**config.mk**
```make
export PLATFORM = sky130hd
export DESIGN_NAME = bus_rr_scheduler
export DESIGN_NICKNAME = d
export VERILOG_FILES = /design/src/rtl/bus_rr_scheduler.sv
export SDC_FILE = /design/constraint.sdc
export NUM_CORES = 1
export LEC_CHECK = 0
export CORE_UTILIZATION = 40
export CTS_CLUSTER_SIZE = 20
export DETAILED_ROUTE_END_ITERATION = 8
export PLACE_DENSITY = 0.79
export SLEW_MARGIN = 20
export SYNTH_ARGS = -nofsm -noshare
export SYNTH_HDL_FRONTEND = slang
export SYNTH_SLANG_ARGS = --single-unit
```
**constraint.sdc**
```tcl
create_clock -name clk -period 7.5 [get_ports clk]
set_input_delay 2.25 -clock clk [delete_from_list [all_inputs] [get_ports clk]]
set_output_delay 2.25 -clock clk [all_outputs]
set_load 0.1 [all_outputs]
```
**src/rtl/bus_rr_scheduler.sv**
```systemverilog
// Round-robin bus scheduler/router: grants one pending device FIFO, pops its head
// packet and pushes it to the decoded destination(s). Optional macro: BUS_RR_LOOPBACK_EN.
module bus_rr_scheduler #(
   parameter int         drvrs     = 4,
   parameter int         pckg_sz   = 16,
   parameter logic [7:0] broadcast = 8'hFF
) (
   input  logic                       clk,
   input  logic                       reset,
   input  logic [drvrs-1:0]           pndng,
   input  logic [drvrs*pckg_sz-1:0]   D_pop,
   output logic [drvrs-1:0]           pop,
   output logic [drvrs-1:0]           push,
   output logic [pckg_sz-1:0]         D_push,
   output logic                       busy,
   output logic [7:0]                 gnt_id,
   output logic [15:0]                drop_cnt
);

   localparam logic [drvrs-1:0] ONE  = {{(drvrs-1){1'b0}}, 1'b1};
   localparam logic [8:0]       NDEV = 9'(drvrs);

   typedef enum logic [1:0] {S_IDLE, S_POP, S_ROUTE} state_t;

   state_t               r_state;
   state_t               w_next;
   logic [7:0]           r_gnt;
   logic [7:0]           r_rr_ptr;
   logic [pckg_sz-1:0]   r_data;
   logic [15:0]          r_drop_cnt;

   logic [7:0]           w_winner;
   logic [7:0]           w_dst;
   logic [pckg_sz-1:0]   w_slice;
   logic [drvrs-1:0]     w_src;
   logic [drvrs-1:0]     w_pop;
   logic [drvrs-1:0]     w_push;
   logic                 w_busy;
   logic                 w_drop;
   int                   w_best;

   // Winner is the pending device at the smallest circular distance past rr_ptr
   always_comb begin
      w_winner = '0;
      w_best   = drvrs;
      for (int i = 0; i < drvrs; i++) begin
         if (pndng[i] && (((i + drvrs - 1 - int'(r_rr_ptr)) % drvrs) < w_best)) begin
            w_best   = (i + drvrs - 1 - int'(r_rr_ptr)) % drvrs;
            w_winner = 8'(i);
         end
      end
   end

   always_comb begin
      w_slice = '0;
      for (int i = 0; i < drvrs; i++) begin
         if (8'(i) == r_gnt) w_slice = D_pop[i*pckg_sz +: pckg_sz];
      end
   end

   assign w_src = ONE << r_gnt;
   assign w_dst = r_data[pckg_sz-1 -: 8];

   always_ff @(posedge clk) begin
      if (reset) r_state <= S_IDLE;
      else       r_state <= w_next;
   end

   always_comb begin
      w_next = r_state;
      w_pop  = '0;
      w_busy = 1'b0;
      case (r_state)
         S_IDLE:  if (|pndng) w_next = S_POP;
         S_POP: begin
            w_pop  = w_src;
            w_busy = 1'b1;
            w_next = S_ROUTE;
         end
         S_ROUTE: begin
            w_busy = 1'b1;
            w_next = S_IDLE;
         end
         default: w_next = S_IDLE;
      endcase
   end

   // Destination decode; broadcast is checked first and never includes the source
   always_comb begin
      w_push = '0;
      w_drop = 1'b0;
      if (r_state == S_ROUTE) begin
         if (w_dst == broadcast)            w_push = ~w_src;
         else if ({1'b0, w_dst} >= NDEV)    w_drop = 1'b1;
         else if (w_dst != r_gnt)           w_push = ONE << w_dst;
         else begin
`ifdef BUS_RR_LOOPBACK_EN
            w_push = w_src;
`else
            w_drop = 1'b1;
`endif
         end
      end
   end

   always_ff @(posedge clk) begin
      if (reset) begin
         r_gnt      <= '0;
         r_rr_ptr   <= 8'(drvrs-1);
         r_data     <= '0;
         r_drop_cnt <= '0;
      end else begin
         if (r_state == S_IDLE && |pndng) r_gnt <= w_winner;
         if (r_state == S_POP) begin
            r_data   <= w_slice;
            r_rr_ptr <= r_gnt;
         end
         if (w_drop && r_drop_cnt != 16'hFFFF) r_drop_cnt <= r_drop_cnt + 16'd1;
      end
   end

   assign pop      = w_pop;
   assign push     = w_push;
   assign D_push   = r_data;
   assign busy     = w_busy;
   assign gnt_id   = r_gnt;
   assign drop_cnt = r_drop_cnt;

endmodule

```
==> flow_summary.toml <==
[route]
drc = 0
first_pass_iters = 4
ant_nets = 0
wl_per_cell_um = 15.6
vias = 2469
viasPerCell = 5.56
first_iter_violations = 156
wirelength_mm = 6.92

[worst_setup_path]
reg2reg_depth = 14
worstSetupPathType = "in2reg"
reg2reg_slack_ns = 4.05
worstSetupStartpoint = "pndng[0]"
rr_startpoint = "r_rr_ptr[1]"
crit_required_ns = 7.69
crit_end = "gnt_id[1]"
rr_endpoint = "gnt_id[1]"
end_kind = "flip-flop"
cp-start-kind = "primary input"
cp.arrival_ns = 5.62
cp_max_fo = 8

[synthesis]
netlist.area_leader.share_pct = 30.4
yosysWarnings = 0
yosys.area.top_type = "dfxtp_1"
synth.top_cells.by_area = "dfxtp_1 (30%), mux4_2 (14%), mux2i_1 (7.2%)"
synth_top_flop_cell = "dfxtp_1"
synthCells = 266
ys_ff_latch = 38
synth_area_per_cell_um2 = 9.42
async_reset_ff_share_pct = 0
synth_edf_count = 0
ys_seq_area_share_pct = 30.4
synth_area_um2 = 2500
synth.distinct_cells = 52

[cts]
clk-insertion-delay-late_ns = 0.29
cts_tree = "done"
cts_setup_buffers = 0
cts_made_buffers = 5
clkSinkCount = 38
post_cts_resized = 0
cts_hold_buffers = 0
clk_pin_slew_ns = 0.07
cts-root-buf = "clkbuf_8"
htreeDepth = 2
cts_buffer_depth = 2

[placed_design]
gp_congestion = 0.775
dp_hpwl_mm = 5.29
io_buffers = 112

[power_and_ir_drop]
total_power_mw = 0.734
ir_drop_mv = 0.174
p_per_area_nw_per_um2 = 198
p_leak_nw = 1.30

[sta]
max_clock_freq_ghz = 0.184
relSlewSlack_pct = 32.2
tightestPinTransition_ns = 1.01
hold_viol_final = 0
min_period_over_period_pct = 72.3
setup_tns_ns = 0
finalCriticalPeriod_ns = 5.42
drv_slew = 0
finalClockSkew_ns = 0.0106
rsz0062_at_grt = "no"
finalSetupViolCount = 0

[run_status]
status = "completed"

[final_layout]
finalNetCount = 446
n_antenna_cell = 0
area_delta_synth_final_pct = 48.2
drive_above_1_share_pct = 9.76

[grt]
gr-usage-all-layers_pct = 21.1
overflow = 0
grt_pass1_vias = 2300
grt_max_degree = 40
antenna_found_initial = 0
grt_pass1_wl_mm = 10.7

[die]
die_h_um = 81.1
die_x_um = 81.1
die_area_um2 = 6580
initial_core_util_pct = 41.8
core.rowCount = 28
pin_count = 119
core_area_um2 = 5990

[min_path]
worst_hold_path_type = "reg2reg"

[flow_run]
max_cap_viol_count = 0
[registers in the layout, summed over array words and instances, names as in the netlist]
name / cells
gnt_id: 2
D_push: 16
r_state: 2
drop_cnt: 16
r_rr_ptr: 2
[synth_stat cells, drive strengths merged (3+ instances only)]
cell type and n:
o211ai 3, or3 3, a211oi 4, clkbuf 11, or4 9, o31ai 7, ha 8, buf 13
dfxtp 38, xor2 3, and2 3, nor4 4, o32ai 3, inv 16, nand2 12, mux2i 18
nor2 31, o21ai 5, a21oi 16, nand3 6, mux4 16, nor3b 3, nand4 9
[final cells by class]
type / count / area (µm²)
fillers: 511 / 2280
multi-input cells: 193 / 1570
well taps: 75 / 93.8
flip-flops and latches: 38 / 762
clock buffers: 7 / 86.3
clock inverters: 1 / 5.00
repair buffers: 114 / 1140
inverters: 16 / 60.1
[cell usage in the layout, fill, tap and decap left out, drive strengths merged, types with 3 or more instances in the layout]
| cell type | n |
|---|---|
| nor3b | 3 |
| ha | 8 |
| a211oi | 4 |
| or3 | 3 |
| nand3 | 6 |
| o31ai | 7 |
| mux4 | 16 |
| a21oi | 16 |
| nand2 | 12 |
| mux2i | 18 |
| dfxtp | 38 |
| conb | 6 |
| and2 | 3 |
| o211ai | 3 |
| xor2 | 3 |
| o21ai | 5 |
| clkbuf | 7 |
| o32ai | 3 |
| inv | 16 |
| nor2 | 31 |
| nor4 | 4 |
| nand4 | 9 |
| clkdlybuf4s50 | 112 |
| or4 | 9 |
[per-stage QoR]
stage                     instance area (µm²)  util, %  worst slack, ns  instances  hold slack [ns]
final                                    3710     61.9             2.08        444            0.501
after global routing                     3710     61.9             1.91        444            0.537
after CTS                                3710     61.9             1.89        444            0.502
after detailed placement                 3620     60.4             1.82        436            0.485
after global placement                   3620     60.4             2.00        436            0.474
after floorplan                          2520        -             1.29        271            0.490
[worst min path at each step]
stage,depth (start not counted),startpoint,end
CTS,2,D_push[6],D_push[6]
finish,2,D_push[6],D_push[6]
floorplan,2,r_state[1],r_state[1]
detailed placement,2,D_push[6],D_push[6]
global placement,2,D_push[3],D_push[3]
global route,2,D_push[0],D_push[0]
[critical path, stage by stage]
cell and delay (ns):
clkdlybuf4s50_1 0.60, nand2_1 0.09, ha_1 0.22, nand2b_1 0.19
a32oi_1 0.29, ha_1 0.22, nand2b_1 0.13, o32ai_1 0.08
o21ai_0 0.39, mux2_2 0.40, ha_1 0.27, a21oi_1 0.18
a211oi_1 0.10, a211oi_1 0.22
[report_power, final]
group / internal (mW) / switching, mW
clock: 0.0742 / 0.0699
combinational: 0.132 / 0.218
sequential: 0.217 / 0.0221
[routing by layer]
layer | global-route usage, % | part of all wire (%)
met5 | 0 | 0
met4 | 5.89 | 1.1
met3 | 3.82 | 4.8
met2 | 36.6 | 54
met1 | 26.5 | 40
[kinds of logic (layout without fill, tap and decap cells)]
| group | after synthesis | count (layout) | synth area share [%] |
|---|---|---|---|
| other cells | 1 | 6 | 0.150 |
| xor+xnor | 4 | 4 | 1.70 |
| flops | 38 | 38 | 30.4 |
| fa+ha+maj | 8 | 8 | 4.00 |
| mux | 36 | 36 | 22.5 |
| compound gates | 52 | 52 | 14.5 |
| buf+inv | 40 | 138 | 7.89 |
| simple gates | 87 | 87 | 18.9 |
Note: power is estimated with default switching activity, not from simulation.
